<file path="src/rtl/vseq_pkg.sv">
// Shared constants for the vector ALU sequencer: FSM state encoding and ALU op codes.
package vseq_pkg;

    localparam logic [2:0] S_IDLE = 3'd0;
    localparam logic [2:0] S_RD_A = 3'd1;
    localparam logic [2:0] S_RD_B = 3'd2;
    localparam logic [2:0] S_EXEC = 3'd3;
    localparam logic [2:0] S_WR   = 3'd4;
    localparam logic [2:0] S_FIN  = 3'd5;

    localparam logic [3:0] OP_ADD       = 4'd0;
    localparam logic [3:0] OP_SUB       = 4'd1;
    localparam logic [3:0] OP_AND       = 4'd2;
    localparam logic [3:0] OP_OR        = 4'd3;
    localparam logic [3:0] OP_CMP       = 4'd4;
    localparam logic [3:0] OP_MAX_VALID = OP_CMP;

    function automatic logic is_mem_state(input logic [2:0] s);
        return (s == S_RD_A) || (s == S_RD_B) || (s == S_WR);
    endfunction

endpackage

</file>
<file path="src/rtl/vseq_addr_gen.sv">
// Base-address and element-counter bookkeeping; presents the addresses that will be
// valid in the next cycle so the top can register its memory request.
module vseq_addr_gen #(
    parameter int ADDR_W = 16,
    parameter int LEN_W  = 8
) (
    input  logic              clk,
    input  logic              rst_n,
    input  logic              load_i,
    input  logic              inc_i,
    input  logic [ADDR_W-1:0] base_a_i,
    input  logic [ADDR_W-1:0] base_b_i,
    input  logic [ADDR_W-1:0] base_d_i,
    input  logic [LEN_W-1:0]  len_i,
    output logic [ADDR_W-1:0] nxt_addr_a_o,
    output logic [ADDR_W-1:0] nxt_addr_b_o,
    output logic [ADDR_W-1:0] nxt_addr_d_o,
    output logic              last_o
);

    logic [ADDR_W-1:0] base_a_q, base_a_d;
    logic [ADDR_W-1:0] base_b_q, base_b_d;
    logic [ADDR_W-1:0] base_d_q, base_d_d;
    logic [LEN_W-1:0]  len_q, len_d;
    logic [LEN_W-1:0]  idx_q, idx_d;

    // Next-state for bases and element index (load wins over increment)
    always_comb begin
        base_a_d = base_a_q;
        base_b_d = base_b_q;
        base_d_d = base_d_q;
        len_d    = len_q;
        idx_d    = idx_q;
        if (load_i) begin
            base_a_d = base_a_i;
            base_b_d = base_b_i;
            base_d_d = base_d_i;
            len_d    = len_i;
            idx_d    = {LEN_W{1'b0}};
        end else if (inc_i) begin
            idx_d = idx_q + {{(LEN_W-1){1'b0}}, 1'b1};
        end else begin
            idx_d = idx_q;
        end
    end

    // Address sums wrap naturally modulo 2^ADDR_W
    assign nxt_addr_a_o = base_a_d + ADDR_W'(idx_d);
    assign nxt_addr_b_o = base_b_d + ADDR_W'(idx_d);
    assign nxt_addr_d_o = base_d_d + ADDR_W'(idx_d);
    assign last_o = (({1'b0, idx_q} + {{LEN_W{1'b0}}, 1'b1}) == {1'b0, len_q});

    // Counter and base registers
    always_ff @(posedge clk or negedge rst_n) begin
        if (!rst_n) begin
            base_a_q <= {ADDR_W{1'b0}};
            base_b_q <= {ADDR_W{1'b0}};
            base_d_q <= {ADDR_W{1'b0}};
            len_q    <= {LEN_W{1'b0}};
            idx_q    <= {LEN_W{1'b0}};
        end else begin
            base_a_q <= base_a_d;
            base_b_q <= base_b_d;
            base_d_q <= base_d_d;
            len_q    <= len_d;
            idx_q    <= idx_d;
        end
    end

endmodule

</file>
<file path="src/rtl/vec_alu_sequencer.sv">
// Memory-to-memory vector sequencer driving an external 16-bit ALU: dst[i] = A[i] op B[i].
// Optional feature: define VSEQ_EARLY_EXIT_EN to stop a compare on the first unequal pair.
module vec_alu_sequencer
    import vseq_pkg::*;
#(
    parameter int ADDR_W = 16,
    parameter int DATA_W = 16,
    parameter int LEN_W  = 8
) (
    input  logic              clk,
    input  logic              rst_n,
    input  logic              start,
    input  logic [3:0]        op,
    input  logic [ADDR_W-1:0] base_a,
    input  logic [ADDR_W-1:0] base_b,
    input  logic [ADDR_W-1:0] base_d,
    input  logic [LEN_W-1:0]  len,
    output logic              busy,
    output logic              done,
    output logic              eq_all,
    output logic              mem_req,
    output logic              mem_we,
    output logic [ADDR_W-1:0] mem_addr,
    output logic [DATA_W-1:0] mem_wdata,
    input  logic [DATA_W-1:0] mem_rdata,
    input  logic              mem_ready,
    output logic [DATA_W-1:0] alu_a,
    output logic [DATA_W-1:0] alu_b,
    output logic [3:0]        alu_op,
    input  logic [DATA_W-1:0] alu_out,
    input  logic              alu_zero
);

    logic [2:0]        state_q, state_d;
    logic              busy_q, busy_d, done_q, done_d, eq_all_q, eq_all_d;
    logic [DATA_W-1:0] a_q, a_d, b_q, b_d, wdata_q, wdata_d;
    logic [3:0]        op_q, op_d;
    logic              req_q, req_d, we_q, we_d;
    logic [ADDR_W-1:0] addr_q, addr_d;
    logic              load_s, inc_s, last_s;
    logic [ADDR_W-1:0] nxt_a_s, nxt_b_s, nxt_d_s;

    vseq_addr_gen #(.ADDR_W(ADDR_W), .LEN_W(LEN_W)) u_addr_gen (
        .clk          (clk),
        .rst_n        (rst_n),
        .load_i       (load_s),
        .inc_i        (inc_s),
        .base_a_i     (base_a),
        .base_b_i     (base_b),
        .base_d_i     (base_d),
        .len_i        (len),
        .nxt_addr_a_o (nxt_a_s),
        .nxt_addr_b_o (nxt_b_s),
        .nxt_addr_d_o (nxt_d_s),
        .last_o       (last_s)
    );

    // Sequencer FSM and datapath register next-state
    always_comb begin
        state_d  = state_q;
        busy_d   = busy_q;
        done_d   = 1'b0;
        eq_all_d = eq_all_q;
        a_d      = a_q;
        b_d      = b_q;
        op_d     = op_q;
        wdata_d  = wdata_q;
        load_s   = 1'b0;
        inc_s    = 1'b0;
        case (state_q)
            S_IDLE: begin
                if (start) begin
                    load_s   = 1'b1;
                    op_d     = op;
                    eq_all_d = 1'b1;
                    busy_d   = 1'b1;
                    // Unsupported ops complete like an empty vector
                    if ((len == {LEN_W{1'b0}}) || (op > OP_MAX_VALID)) begin
                        state_d = S_FIN;
                    end else begin
                        state_d = S_RD_A;
                    end
                end else begin
                    state_d = S_IDLE;
                end
            end
            S_RD_A: begin
                if (mem_ready) begin
                    a_d     = mem_rdata;
                    state_d = S_RD_B;
                end else begin
                    state_d = S_RD_A;
                end
            end
            S_RD_B: begin
                if (mem_ready) begin
                    b_d     = mem_rdata;
                    state_d = S_EXEC;
                end else begin
                    state_d = S_RD_B;
                end
            end
            S_EXEC: begin
                wdata_d = alu_out;
                if (op_q == OP_CMP) begin
                    eq_all_d = eq_all_q & alu_zero;
`ifdef VSEQ_EARLY_EXIT_EN
                    if (!alu_zero || last_s) begin
`else
                    if (last_s) begin
`endif
                        state_d = S_FIN;
                    end else begin
                        inc_s   = 1'b1;
                        state_d = S_RD_A;
                    end
                end else begin
                    state_d = S_WR;
                end
            end
            S_WR: begin
                if (mem_ready && last_s) begin
                    state_d = S_FIN;
                end else if (mem_ready) begin
                    inc_s   = 1'b1;
                    state_d = S_RD_A;
                end else begin
                    state_d = S_WR;
                end
            end
            S_FIN: begin
                state_d = S_IDLE;
                busy_d  = 1'b0;
                done_d  = 1'b1;
            end
            default: begin
                state_d = S_IDLE;
                busy_d  = 1'b0;
            end
        endcase
    end

    // Memory request for the upcoming state, registered so outputs are glitch-free
    always_comb begin
        req_d = is_mem_state(state_d);
        we_d  = (state_d == S_WR);
        case (state_d)
            S_RD_A:  addr_d = nxt_a_s;
            S_RD_B:  addr_d = nxt_b_s;
            S_WR:    addr_d = nxt_d_s;
            default: addr_d = addr_q;
        endcase
    end

    // State and output registers
    always_ff @(posedge clk or negedge rst_n) begin
        if (!rst_n) begin
            state_q  <= S_IDLE;
            busy_q   <= 1'b0;
            done_q   <= 1'b0;
            eq_all_q <= 1'b1;
            a_q      <= {DATA_W{1'b0}};
            b_q      <= {DATA_W{1'b0}};
            op_q     <= 4'd0;
            wdata_q  <= {DATA_W{1'b0}};
            req_q    <= 1'b0;
            we_q     <= 1'b0;
            addr_q   <= {ADDR_W{1'b0}};
        end else begin
            state_q  <= state_d;
            busy_q   <= busy_d;
            done_q   <= done_d;
            eq_all_q <= eq_all_d;
            a_q      <= a_d;
            b_q      <= b_d;
            op_q     <= op_d;
            wdata_q  <= wdata_d;
            req_q    <= req_d;
            we_q     <= we_d;
            addr_q   <= addr_d;
        end
    end

    assign busy      = busy_q;
    assign done      = done_q;
    assign eq_all    = eq_all_q;
    assign mem_req   = req_q;
    assign mem_we    = we_q;
    assign mem_addr  = addr_q;
    assign mem_wdata = wdata_q;
    assign alu_a     = a_q;
    assign alu_b     = b_q;
    assign alu_op    = op_q;

endmodule
</file>
<file path="config.mk">
export PLATFORM = sky130hd
export DESIGN_NAME = vec_alu_sequencer
export DESIGN_NICKNAME = d
export VERILOG_FILES = /design/src/rtl/vseq_pkg.sv /design/src/rtl/vseq_addr_gen.sv /design/src/rtl/vec_alu_sequencer.sv
export SDC_FILE = /design/constraint.sdc
export NUM_CORES = 1
export LEC_CHECK = 0
export CAP_MARGIN = 10
export CORE_MARGIN = 5
export CORE_UTILIZATION = 45
export DETAILED_ROUTE_END_ITERATION = 10
export GPL_ROUTABILITY_DRIVEN = 1
export PLACE_DENSITY = 0.77
export SYNTH_ARGS = -nofsm -noshare
export SYNTH_HDL_FRONTEND = slang
export SYNTH_SLANG_ARGS = --single-unit
</file>
<file path="constraint.sdc">
create_clock -name clk -period 12.16 [get_ports clk]
set_input_delay 2.432 -clock clk [delete_from_list [all_inputs] [get_ports clk]]
set_output_delay 2.432 -clock clk [all_outputs]
set_load 0.01 [all_outputs]
</file>
==> metrics.csv, run 1 <==
metric,value,unit
"Data required, critical path",12.46,ns
crit path launch type,primary input,
Setup crit end kind,register,
Max Slew Vio Count,0,
worst skew pair latency,0.42,ns
asr flop ratio synth,100,%
largest net degree at the start of global routing,76,
number of placed instances with taps included,877,
DP Worst Slack,5.43,ns
Worst Setup SP,mem_ready,
Yosys reg bits,140,
hold_ws,0.476,ns
synthesized area,6450,um2
P per Cell Area,276,nW/um2
Routed Wire Length,16.2,mm
Final GP Congestion,0.850,
Synth Instances,546,
Multi-input gate area,2810,um2
maximum fanout along the worst path,16,
first-pass GRT wire length,25.7,mm
crit path time final,6.33,ns
FF-to-FF setup slack,7.35,ns
Rows,43,
"EDFF count, synth",0,
clock sinks,140,
Starting Density,46.1,%
Sequential Area,3500,um2
syn_area_per_cell,11.8,um2
Post CTS Setup Buffer Count,0,
WHS Path Cells,2,
Max IR drop VDD,0.116,mV
pin slew with the least headroom to its limit,0.909,ns
fmax,158,MHz
initial antenna violation count,0,
number of buffers created by CTS,17,
Die ar.,16800,um2
drt wl/cell,17.7,um
setup TNS,0,ns
worst hold path startpoint,mem_wdata[14]$_DFFE_PN0P_,
Final Hold Violating Endpoints,0,
Finished Layout Cells,911,
Util after Layout,63.9,%
clock skew,0.00961,ns
Hold Crit Class,reg2reg,
core box area,14000,um2
Main synth FF type,dfrtp_1,
HPWL after DPL,11.8,mm
port bufs,169,
hold buffer count at CTS,0,
TritonCTS clock tree,built,
Ports,170,
register area share after synthesis,54.4,%
RSZ-0062 raised after global routing,false,
critical path data arrival time,6.64,ns
status,completed,
hold-critical path endpoint,mem_wdata[14]$_DFFE_PN0P_,
net count after synthesis,653,
ANT cells,0,
FF-to-FF Start,u_addr_gen.idx_q[0]$_DFF_PN0_,
chip width,130,um
share of cells above drive strength 1,19.3,%
Area Overhead vs Synth,38.6,%
fin worst setup slack,5.83,ns
Ys Warns,0,
CTS root buf,clkbuf_16,
vias,4829,
Slew headroom,39.4,%
R2R depth,18,
H-tree Lvls,4,
"Clk pin slew, worst setup/hold paths",0.05,ns
Clock Path Buffers,2,
post-route clock period utilization,52.1,%
post-synth cell types,65,
GRT Total Usage,19.5,%
Leak,3.85,nW
die height,130,um
Post-route DRC,0,
GR Overflow Total,0,
Final nets,825,
Filler cells,1046,
first-pass detailed-route iteration total,5,
antenna-violating nets left,0,
post-CTS sizing,0,
vias in the first global route,5141,
Max Cap Viol,0,
Setup-failing EPs final,0,
DR vias/cell,5.30,
critical path class,in2reg,
Initial DRC Count,276,
worst r2r dst,mem_addr[14]$_DFFE_PN0P_,
==> area by class of cell <==
type	instances	share of cell area, %
multi-input combinational	374	31.5
clock buffer	25	5.55
sequential	140	39.2
clock inverter	7	1.23
inverter	9	0.378
timing repair buffer	176	19.6
tap	180	2.52
==> cell families after synthesis <==
group / share of synthesized area [%]
AOI/OAI and AO/OA: 9.08
buffers and inverters: 2.17
adders and majority gates: 2.06
DFF: 54.4
and+or+nand+nor: 11.8
muxes: 17.0
xor gates and xnor gates: 3.53
==> critical path: stages <==
cell             delay, ns
clkdlybuf4s50_1       0.55
or4b_1                0.56
a21boi_0              0.19
inv_1                 0.51
a22oi_1               0.18
nand2_1               0.11
ha_1                  0.18
fa_1                  0.21
a21o_1                0.12
a21oi_1               0.09
nor2b_1               0.12
o21a_1                0.15
o21ai_0               0.18
or4_1                 0.48
or3_1                 0.36
a31o_1                0.21
==> stage by stage <==
| step | power, mW | cell area, um2 |
|---|---|---|
| after floorplan | 1.48 | 6450 |
| after global placement | 1.90 | 8310 |
| after detailed placement | 1.94 | 8310 |
| after CTS | 2.48 | 8910 |
| after global routing | 2.62 | 8930 |
| final | 2.47 | 8930 |
==> placed cells by master (no fill, tap or decap), types with 5 or more instances in the layout <==
cell type        instances
dfrtp_1                139
xnor2_1                 14
buf_4                    5
clkbuf_16               17
o21ai_0                 20
or3_1                    6
xor2_1                  12
clkdlybuf4s50_1        168
nor2_1                  25
a22oi_1                  8
mux2_2                  93
ha_1                     9
nand2_1                 83
a222oi_1                 6
a21oi_1                 13
inv_1                    8
==> cell usage after synthesis (all sizes together) (3+ instances only) <==
cell	instances	area, um2
or3	6	37.5
nor2	26	100
o21a	4	30.0
nand3b	3	22.5
nor4	3	18.8
and2	3	18.8
a21o	4	30.0
mux2i	4	40.0
xor2	12	105
mux2	94	1060
clkbuf	13	48.8
nand3	3	15.0
o21ai	21	105
xnor2	14	123
buf	10	57.6
a22oi	8	60.1
dfrtp	139	3480
nand2	84	323
ha	9	113
nand4	3	18.8
inv	9	33.8
a211oi	4	35.0
a31oi	4	25.0
a21oi	14	73.8
o31ai	4	30.0
a222oi	6	60.1
nor3	3	15.0
and4	3	26.3
nand2b	3	18.8
==> state kept, by name (all words and copies together), names as in the netlist, 4 cells and up <==
register and count:
alu_a 16, alu_b 16, mem_addr 16, mem_wdata 16, u_addr_gen.base_a_q 16, u_addr_gen.base_b_q 16
u_addr_gen.base_d_q 16, u_addr_gen.idx_q 8, u_addr_gen.len_q 8, alu_op 4
==> routing by layer <==
layer	vias to the layer above	global-route usage [%]	part of all wire (%)
met2	157	32.2	50
met3	25	4.91	5.9
li1	2286	-	-
met1	2361	24.9	41
met4	0	7.58	2.5
met5	-	0	0
==> report_power, final <==
| group | switching [mW] | internal [mW] |
|---|---|---|
| clock | 0.183 | 0.343 |
| sequential | 0.125 | 0.693 |
| combinational | 0.539 | 0.584 |
==> worst max path at each step <==
stage / to / cells after the start
4_1_cts: mem_addr[14]$_DFFE_PN0P_ / 16
3_3_place_gp: mem_addr[14]$_DFFE_PN0P_ / 16
2_1_floorplan: mem_addr[14]$_DFFE_PN0P_ / 18
5_1_grt: mem_addr[14]$_DFFE_PN0P_ / 16
3_5_place_dp: mem_addr[14]$_DFFE_PN0P_ / 16
6_report: mem_addr[14]$_DFFE_PN0P_ / 16
Power figures use the tool's default switching activity.
==> inputs of run 2 (changes only) <==
--- a/config.mk
+++ b/config.mk
@@ -7,10 +7,10 @@
 export LEC_CHECK = 0
 export CAP_MARGIN = 10
 export CORE_MARGIN = 5
-export CORE_UTILIZATION = 45
+export CORE_UTILIZATION = 44
 export DETAILED_ROUTE_END_ITERATION = 10
 export GPL_ROUTABILITY_DRIVEN = 1
-export PLACE_DENSITY = 0.77
+export PLACE_DENSITY = 0.78
 export SYNTH_ARGS = -nofsm -noshare
 export SYNTH_HDL_FRONTEND = slang
 export SYNTH_SLANG_ARGS = --single-unit
==> constraint.sdc (replaced) <==
create_clock -name clk -period 5.5 [get_ports clk]
set_input_delay 1.1 -clock clk [delete_from_list [all_inputs] [get_ports clk]]
set_output_delay 1.1 -clock clk [all_outputs]
set_load 0.01 [all_outputs]
==> run 2 against run 1 <==
Net effect:
- critical endpoint unchanged
- count of clock-buffer cells in the layout fell by 4
- largest power group unchanged
- cell count rose by 0.99%
- first-iteration DRC count rose by 33%
- largest cell class unchanged
- clock power rose by 130%
- register-to-register slack got worse by 6.6 ns
==> metrics.csv, run 2 (synthesis gave the netlist of run 1 again) <==
metric,value,unit,change
status,completed,,
Final nets,831,,+0.73%
Post CTS Setup Buffer Count,0,,unchanged
antenna-violating nets left,0,,unchanged
Max Cap Viol,0,,unchanged
P per Cell Area,615,nW/um2,+120%
post-CTS sizing,0,,unchanged
GRT Total Usage,19.6,%,+0.062 points
pin slew with the least headroom to its limit,0.839,ns,-0.0699 ns
GR Overflow Total,0,,unchanged
Filler cells,1128,,+7.8%
Setup crit end kind,register,,
Rows,44,,+2.3%
drt wl/cell,17.7,um,about the same
ANT cells,0,,unchanged
Initial DRC Count,366,,+33%
number of buffers created by CTS,17,,unchanged
Sequential Area,3500,um2,unchanged
Hold Crit Class,reg2reg,,
HPWL after DPL,12.1,mm,+2.6%
Setup-failing EPs final,0,,unchanged
post-route clock period utilization,87.4,%,
worst hold path startpoint,eq_all$_DFFE_PN1P_,,
TritonCTS clock tree,built,,
Ports,170,,unchanged
die height,131,um,+1.0%
Final GP Congestion,0.852,,+0.21%
Area after DPL,8370,um2,+0.78%
FF-to-FF setup slack,0.74,ns,-6.61 ns
RSZ-0062 raised after global routing,false,,
worst skew pair latency,0.42,ns,about the same
Post-route DRC,0,,unchanged
DR vias/cell,5.26,,-0.83%
clock skew,0.00641,ns,-0.00320 ns
Max Slew Vio Count,0,,unchanged
Leak,3.89,nW,+1.0%
hold buffer count at CTS,0,,unchanged
Area Overhead vs Synth,39.8,%,
critical path data arrival time,5.11,ns,-1.53 ns
H-tree Lvls,4,,unchanged
WHS Path Cells,2,,unchanged
maximum fanout along the worst path,23,,+7
Pwr Total,5.54,mW,+120%
crit path launch type,primary input,,
Final Instance Area,9010,um2,+0.90%
port bufs,169,,unchanged
most frequent cells in the layout,"168 x clkdlybuf4s50_1, 139 x dfrtp_1, 93 x mux2_2, 83 x nand2_1, 25 x nor2_1",,
vias in the first global route,5068,,-1.4%
Multi-input gate area,2810,um2,unchanged
critical path class,in2reg,,
vias,4836,,+0.14%
"Data required, critical path",5.80,ns,-6.66 ns
Die ar.,17200,um2,+2.1%
Routed Wire Length,16.3,mm,+1.0%
fmax,208,MHz,
first-pass detailed-route iteration total,5,,unchanged
CTS root buf,clkbuf_16,,
"Clk pin slew, worst setup/hold paths",0.06,ns,about the same
largest net degree at the start of global routing,84,,+11%
Max IR drop VDD,0.333,mV,+190%
initial antenna violation count,0,,unchanged
R2R depth,18,,unchanged
FF-to-FF Start,u_addr_gen.idx_q[0]$_DFF_PN0_,,
clock sinks,140,,unchanged
Starting Density,44.5,%,-1.6 points
core box area,14500,um2,+3.5%
"leading cell type in the layout, fill and taps excluded",clkdlybuf4s50_1,,
crit path time final,4.81,ns,
hold-critical path endpoint,eq_all$_DFFE_PN1P_,,
Slew headroom,44.0,%,+4.7 points
worst r2r dst,mem_addr[14]$_DFFE_PN0P_,,
share of cells above drive strength 1,20.4,%,+1.1 points
first-pass GRT wire length,26.0,mm,+1.0%
setup TNS,0,ns,unchanged
chip width,131,um,+1.0%
Clock Path Buffers,2,,unchanged
Final Hold Violating Endpoints,0,,unchanged
run 2: critical path, cell delays in order:
cell	delay, ns
clkdlybuf4s50_1	0.54
nor4b_4	0.29
buf_4	0.36
mux2_2	0.40
a22oi_1	0.18
nand2_1	0.08
ha_1	0.21
fa_1	0.42
a21o_1	0.18
a21oi_1	0.25
nor2b_1	0.08
o21a_1	0.20
o21ai_0	0.23
or4_1	0.20
o21ai_0	0.12
a31o_1	0.25
run 2: metal layers:
metal,share of wire [%],track usage (%),up-vias
li1,-,-,2303
met1,40,23.4,2377
met2,53,34.8,133
met3,4.5,3.77,23
met4,1.9,7.56,0
met5,0,0,-
run 2: report_power, final:
group	switching, mW	leakage [nW]	internal [mW]
combinational	1.21	1.89	1.30
clock	0.418	0.311	0.804
sequential	0.279	1.69	1.53
run 2: area by class of cell:
class / count / area share, %
multi-input combinational: 374 / 31.2
clock buffer: 21 / 5.33
timing repair buffer: 182 / 19.9
tap: 184 / 2.55
inverter: 9 / 0.375
clock inverter: 10 / 1.80
sequential: 140 / 38.9
run 2: worst max path at each step:
stage	from	endpoint	slack, ns
finish	start	mem_addr[14]$_DFFE_PN0P_	0.69
global route	mem_ready	mem_addr[15]$_DFFE_PN0P_	0.44
CTS	start	mem_addr[14]$_DFFE_PN0P_	0.75
detailed placement	start	mem_addr[14]$_DFFE_PN0P_	0.38
global placement	start	mem_addr[14]$_DFFE_PN0P_	0.57
floorplan	start	mem_addr[14]$_DFFE_PN0P_	0.43
run 2: stage by stage:
step	utilization, %	cells	hold slack (ns)	worst slack (ns)
6_report	62.3	920	0.473	0.694
5_1_grt	62.3	920	0.497	0.444
4_1_cts	62.3	920	0.475	0.750
3_5_place_dp	57.8	889	0.467	0.379
3_3_place_gp	57.8	889	0.456	0.570
2_1_floorplan	-	546	0.449	0.428
